### config.mk
export PLATFORM = sky130hd
export DESIGN_NAME = signext_unit_flat
export DESIGN_NICKNAME = d
export VERILOG_FILES = /design/src/rtl/signext_pkg.sv /design/src/rtl/signext_if.sv /design/src/rtl/signext_core.sv /design/src/rtl/signext_unit.sv /design/src/flat_wrapper.sv
export SDC_FILE = /design/constraint.sdc
export NUM_CORES = 1
export LEC_CHECK = 0
export ABC_AREA = 1
export BUFFER_PORTS_ARGS = -buffer_cell sky130_fd_sc_hd__buf_2
export CAP_MARGIN = 20
export CELL_PAD_IN_SITES_DETAIL_PLACEMENT = 1
export CELL_PAD_IN_SITES_GLOBAL_PLACEMENT = 1
export CORE_MARGIN = 2
export CORE_UTILIZATION = 31
export DETAILED_ROUTE_END_ITERATION = 12
export PLACE_DENSITY = 0.86
export SKIP_LAST_GASP = 1
export SYNTH_ARGS = -nofsm -noshare
export SYNTH_HDL_FRONTEND = slang
export SYNTH_HIERARCHICAL = 1
export SYNTH_SLANG_ARGS = --single-unit
### constraint.sdc
create_clock -name clk -period 2.1 [get_ports clk]
set_clock_uncertainty 0.15 [all_clocks]
set_input_delay 0.315 -clock clk [delete_from_list [all_inputs] [get_ports clk]]
set_output_delay 0.315 -clock clk [all_outputs]
set_load 0.005 [all_outputs]
### src/rtl/signext_pkg.sv
// Shared constants and types for the LEGv8 immediate-extension unit.
// Holds opcode patterns, field widths, the format class enum and the
// packed result payload carried through the register stage.
package signext_pkg;

  localparam int unsigned INSTR_W = 32;
  localparam int unsigned IMM_W   = 64;
  localparam int unsigned OP11_W  = 11;
  localparam int unsigned OP8_W   = 8;
  localparam int unsigned DT_W    = 9;
  localparam int unsigned CB_W    = 19;

  localparam logic [OP11_W-1:0] OP_LDUR = 11'b11111000010;
  localparam logic [OP11_W-1:0] OP_STUR = 11'b11111000000;
  localparam logic [OP8_W-1:0]  OP_CBZ8 = 8'b10110100;

  typedef enum logic [1:0] {
    FMT_NONE = 2'd0,
    FMT_D    = 2'd1,
    FMT_CB   = 2'd2
  } fmt_t;

  // Decode result: format class plus extended immediate
  typedef struct packed {
    fmt_t             fmt;
    logic [IMM_W-1:0] imm;
  } ext_res_t;

endpackage

### src/rtl/signext_if.sv
// Instruction/immediate bundle between the decode stage and signext_unit.
//   a     : instruction word (driven by master)
//   y     : combinational extended immediate
//   y_q   : y registered on rising clk
//   fmt_q : registered format class (0 none, 1 D-format, 2 CBZ)
interface signext_if;
  import signext_pkg::*;

  logic [INSTR_W-1:0] a;
  logic [IMM_W-1:0]   y;
  logic [IMM_W-1:0]   y_q;
  logic [1:0]         fmt_q;

  modport master (output a, input y, y_q, fmt_q);
  modport slave  (input a, output y, y_q, fmt_q);

endinterface

### src/rtl/signext_core.sv
// Pure combinational immediate decode.
//   a   : instruction word
//   y   : extended immediate (0 for unsupported opcodes)
//   fmt : format class of a
module signext_core
  import signext_pkg::*;
(
  input  logic [INSTR_W-1:0] a,
  output logic [IMM_W-1:0]   y,
  output fmt_t               fmt
);

  logic is_d;
  logic is_cb;

  assign is_d  = (a[31:21] == OP_LDUR) || (a[31:21] == OP_STUR);
  assign is_cb = (a[31:24] == OP_CBZ8);

  // Only the selected field reaches y, so ignored bits never leak into it.
  // The CBZ field includes a[23:21] and is zero-extended, not sign-extended.
  always_comb begin
    y   = '0;
    fmt = FMT_NONE;
    if (is_d) begin
      fmt = FMT_D;
      y   = {{(IMM_W-DT_W){a[20]}}, a[20:12]};
    end else if (is_cb) begin
      fmt = FMT_CB;
      y   = {{(IMM_W-CB_W-2){1'b0}}, a[23:5], 2'b00};
    end
  end

endmodule

### src/rtl/signext_unit.sv
// LEGv8 immediate-extension unit: combinational decode plus one register
// stage holding the immediate and its format class.
//   clk   : system clock, rising edge
//   reset : asynchronous active-low reset (clears y_q/fmt_q only)
//   bus   : slave side of signext_if (a in; y, y_q, fmt_q out)
module signext_unit
  import signext_pkg::*;
(
  input logic       clk,
  input logic       reset,
  signext_if.slave  bus
);

  ext_res_t res_c;
  ext_res_t res_q;

  signext_core u_core (
    .a   (bus.a),
    .y   (res_c.imm),
    .fmt (res_c.fmt)
  );

  // Pipeline copy of the decode result
  always_ff @(posedge clk or negedge reset) begin
    if (!reset) begin
      res_q <= '0;
    end else begin
      res_q <= res_c;
    end
  end

  assign bus.y     = res_c.imm;
  assign bus.y_q   = res_q.imm;
  assign bus.fmt_q = res_q.fmt;

endmodule

### src/flat_wrapper.sv
// flat-port wrapper written by rule: the top's interface ports become plain ports
module signext_unit_flat import signext_pkg::*;
  (clk, reset, bus_a, bus_y, bus_y_q, bus_fmt_q);
  signext_if bus_i ();
  input logic clk;
  input logic reset;
  input wire logic [$bits(bus_i.a)-1:0] bus_a;
  output wire logic [$bits(bus_i.y)-1:0] bus_y;
  output wire logic [$bits(bus_i.y_q)-1:0] bus_y_q;
  output wire logic [$bits(bus_i.fmt_q)-1:0] bus_fmt_q;
  assign bus_i.a = bus_a;
  assign bus_y = bus_i.y;
  assign bus_y_q = bus_i.y_q;
  assign bus_fmt_q = bus_i.fmt_q;
  signext_unit u_core (.clk(clk), .reset(reset), .bus(bus_i));
endmodule
# After elaboration in Yosys (flattened, before gate mapping)

Cells that the tools add are included.

Flip-flop bits (word level): 66
Input bits: 34
Logic and storage cells: 10

Eq/ne operators: 3
Mux-type cells: 4
Reductions and logical operators: 1

Operator list:

| cell                   | number |
|---|---|
| $mux W64               | 1 |
| $eq A11 B11 Y1 const B | 2 |
| $mux W21               | 1 |
| $eq A8 B8 Y1 const B   | 1 |
| $mux W2                | 2 |
| $logic_or A1 B1 Y1     | 1 |

# Depth between registers and ports, before layout

Depth after elaboration: 3
Gate-level depth with buffers: 8

# Cells and area by module

Netlist, hierarchy kept.

By module, submodules not included:

| module       | times used | cells an instance | area an instance (um2) |
|---|---|---|---|
| signext_unit | 1          | 66                | 1651.6 |
| signext_core | 1          | 120               | 696.9 |

# Worst setup path after synthesis

No wires, ideal clock.

Path type: in2out
Start: input port bus_a[25]
End: output port bus_y[22]
Arrival: 1.462 ns
Data required time: 1.635 ns
Slack: 0.173 ns
Cell stages on the path: 7
Path through: inv_2 > nand2_1 > nor2_4 > nand4_4 > buf_6 > inv_2 > buf_4

Word-level cells in the longest chain between the ends: 3

Ends and longest elaborated chain:

| item                   | line               | text |
|---|---|---|
| start, declared        | flat_wrapper.sv:7  | `input wire logic [$bits(bus_i.a)-1:0] bus_a;` |
| $eq A11 B11 Y1         | signext_core.sv:16 | `assign is_d = (a[31:21] == OP_LDUR) \|\| (a[31:21] == OP_STUR);` |
| $logic_or A1 B1 Y1 (*) | signext_core.sv:16 |  |
| $mux W64 (*)           | signext_core.sv:24 | `if (is_d) begin` |
| end, declared          | flat_wrapper.sv:8  | `output wire logic [$bits(bus_i.y)-1:0] bus_y;` |

Every way passes the cells marked *; elsewhere a longest branch is shown, timed or not.

# Worst setup path in the final report

Start: input port bus_a[23]
End: output port bus_y[41]

The elaborated chain is that of the path after synthesis.

==> summary.txt <==
Outcome
  • Status: finished clean

Timing
  • Minimum clock period after layout: 1.84 ns
  • Rel. slew slack: 68.1%
  • Slew @ Worst Pin: 0.479 ns
  • Setup TNS: 0 ns
  • Fmax: 0.543 GHz
  • Final setup vio count: 0
  • Pins over their slew limit: 0
  • RSZ-0062 raised after global routing: false
  • Period utilisation layout: 87.6%
  • Hold Slack: 0.0624 ns
  • Final Hold Fails: 0

Synth
  • Ys flop type: dfrtp_1
  • Post-synth EDFFs: 0
  • Synth Register Bits: 66
  • Synth cell count leaders: 66 x dfrtp_1, 43 x buf_4, 42 x nand2_1
  • Post-Syn Instances: 186
  • Most common cell in the synthesized netlist: dfrtp_1
  • Area leader, netlist: dfrtp_1
  • Top cells by area, synth: dfrtp_1 70%, buf_4 14%, nand2_1 6.7%, inv_1 1.8%, nand4_1 1.6%
  • Yosys cell types: 15
  • Synth Area per Inst: 12.6 um^2
  • Post-synth ARST share: 100%
  • Sequential share of the synthesized area: 70.3%
  • Synth top area share: 70.3%
  • Mapped Nets: 220
  • Mapped cell area: 2350 um^2
  • Synthesis Warnings: 6

Power and ir drop
  • Logic gate share of total power: 3.3%
  • Reg power frac: 48.7%
  • Clock power share: 48.0%
  • Pleak: 2.18 nW
  • Int Power: 0.00210 W
  • Psw: 0.000519 W
  • Sw Ratio: 19.8%
  • Peak supply drop: 0.365 mV
  • Pwr/cell area: 811 nW/um^2

Clock network
  • CTS Buf Count: 9
  • # clock sinks: 66
  • Clk root buf: clkbuf_8
  • Reg clk slew, reported paths: 0.07 ns
  • CTS Buffer Depth: 2
  • CTS tree: yes
  • Post-CTS Setup Inserts: 0
  • Post_cts resized: 0
  • H-tree depth: 3

Global route
  • First-pass GRT wire length: 8.60 mm
  • Largest net degree at the start of global routing: 69
  • Vias in the first global route: 1622
  • Initial antenna violation count: 0
  • GRT Total Usage: 13.7%
  • Total gr overflow: 0

Floorplanning
  • Core area: 7290 um^2
  • Cell Rows: 31
  • Initial Util: 32.2%
  • Die height: 91.0 um
  • Die X: 91.0 um
  • Top-Level Pins: 164
  • Die area: 8290 um^2

Worst setup path
  • Crit end category: primary output
  • Worst EP arrival: 1.38 ns
  • Critical path required time: 1.63 ns
  • WS Path Type: input pin to primary output
  • Worst Path Max Fanout: 68
  • Critical path depth: 8
  • CP cell instances: buf_2 -> inv_1 -> nand2_1 -> nor2_4 -> nand4_4 -> inv_2 -> buf_12 -> buf_2
  • Top delay family on crit path: buffers and inverters
  • Crit path launch: bus_a[23]
  • Worst path max stage delay: 0.23 ns
  • Crit path to: bus_y[41]
  • Startpoint Class: input pin
  • Slowest-stage cell, CP: nor2_4
  • Critical Path Most Common Cell: buf_2
  • Worst Path Buf+Inv: 5

Drt
  • Residual DRC: 0
  • Vias post-DR: 1686
  • Via-to-Cell Ratio: 4.02
  • Drt total wl: 5.43 mm
  • Initial drt markers: 40
  • Wire per inst: 13.0 um
  • Final ANT Viol Nets: 0
  • DR pass1 iterations: 2

Cells and area
  • Final net count: 349
  • Share of cells above drive strength 1: 58.8%
  • Design area: 3230 um^2
  • Post-layout util: 44.2%
  • Layout Area Growth over Synthesis: 37.3%
  • Antenna Cells: 0
  • Layout fillers: 843

Placed design
  • Area of placed instances: 2970 um^2
  • Post-DP HPWL: 4.07 mm
  • Buffers added on ports: 158
  • Final GP Congestion: 0.698

Job
  • Max Cap Violations: 0

Min path
  • Worst min path class: input pin to flip-flop
==> stage by stage <==
| stage | power (W) | instances | setup WS, ns |
|---|---|---|---|
| floorplan | 0.00132 | 186 | 0.173 |
| global placement | 0.00138 | 402 | 0.253 |
| detailed placement | 0.00138 | 402 | 0.218 |
| CTS | 0.00267 | 419 | 0.223 |
| global route | 0.00274 | 419 | 0.0988 |
| finish | 0.00262 | 419 | 0.260 |
==> tightest hold or removal path, cell delays in order <==
cell	delay, ns
buf_2	0.07
nand2_1	0.04
nand2_1	0.07
==> registers in the layout, indices dropped and copies added (netlist names) <==
name,count
u_core/bus.y_q,64
u_core/bus.fmt_q,2
==> layer usage <==
metal / GRT usage [%] / vias up / share of wire (%)
li1: - / 787 / -
met3: 5.81 / 9 / 10
met2: 23.5 / 114 / 49
met5: 0 / - / 0
met4: 4.17 / 0 / 1.5
met1: 15.6 / 776 / 39
==> worst min path at each step <==
stage,from,endpoint,slack (ns),cells after the start
floorplan,reset,u_core/bus.fmt_q[0],-0.13,0
global placement,reset,u_core/bus.y_q[4],0.16,1
detailed placement,reset,u_core/bus.y_q[18],0.16,1
CTS,bus_a[6],u_core/bus.y_q[3],0.05,3
global route,bus_a[10],u_core/bus.y_q[7],0.05,3
finish,bus_a[5],u_core/bus.y_q[2],0.06,3
==> placed cells by master (no fill, tap or decap), types with 2 or more instances in the layout <==
| cell type | Yosys | final |
|---|---|---|
| inv_1 | 11 | 11 |
| nand2_1 | 42 | 42 |
| buf_12 | 0 | 2 |
| nor2_4 | 3 | 3 |
| dfrtp_1 | 66 | 66 |
| nand4_1 | 6 | 6 |
| clkinv_4 | 0 | 2 |
| nor2_1 | 3 | 3 |
| inv_2 | 2 | 2 |
| bufinv_16 | 0 | 3 |
| clkbuf_8 | 0 | 9 |
| buf_2 | 0 | 158 |
| nand2_2 | 3 | 3 |
| buf_4 | 43 | 2 |
==> what timing repair did <==
| item | in CTS | in global routing |
|---|---|---|
| hold endpoints to repair | 18 | 0 |
| hold buffers | 1 | 0 |
| endpoints found under the setup margin | 0 | 0 |
==> logic make-up (layout without fill, tap and decap cells) <==
family | count (synthesis) | count (layout) | share of synthesized area [%]
AO/OA/AOI/OAI | 1 | 1 | 0.213
AND/OR/NAND/NOR | 60 | 60 | 12.4
buffers and inverters | 59 | 193 | 17.0
flip-flops | 66 | 66 | 70.3
==> power by group through the flow <==
| stage | Sequential [W] | Combinational [W] | Clock (W) |
|---|---|---|---|
| 2_1_floorplan | 0.00130 | 0.0000195 | 0 |
| 3_3_place_gp | 0.00130 | 0.0000844 | 0 |
| 3_5_place_dp | 0.00130 | 0.0000877 | 0 |
| 4_1_cts | 0.00127 | 0.0000889 | 0.00131 |
| 5_1_grt | 0.00127 | 0.0000978 | 0.00137 |
| 6_report | 0.00127 | 0.0000862 | 0.00126 |
==> layout make-up <==
class	instances	area [um^2]	area share [%]
inverters	14	55.1	1.71
multi-input cells	61	297	9.19
clock inverters	6	115	3.57
well taps	99	124	3.84
repair buffers	163	856	26.5
clock buffers	10	128	3.96
flip-flops and latches	66	1650	51.2
Note: power is estimated with default switching activity, not from simulation.
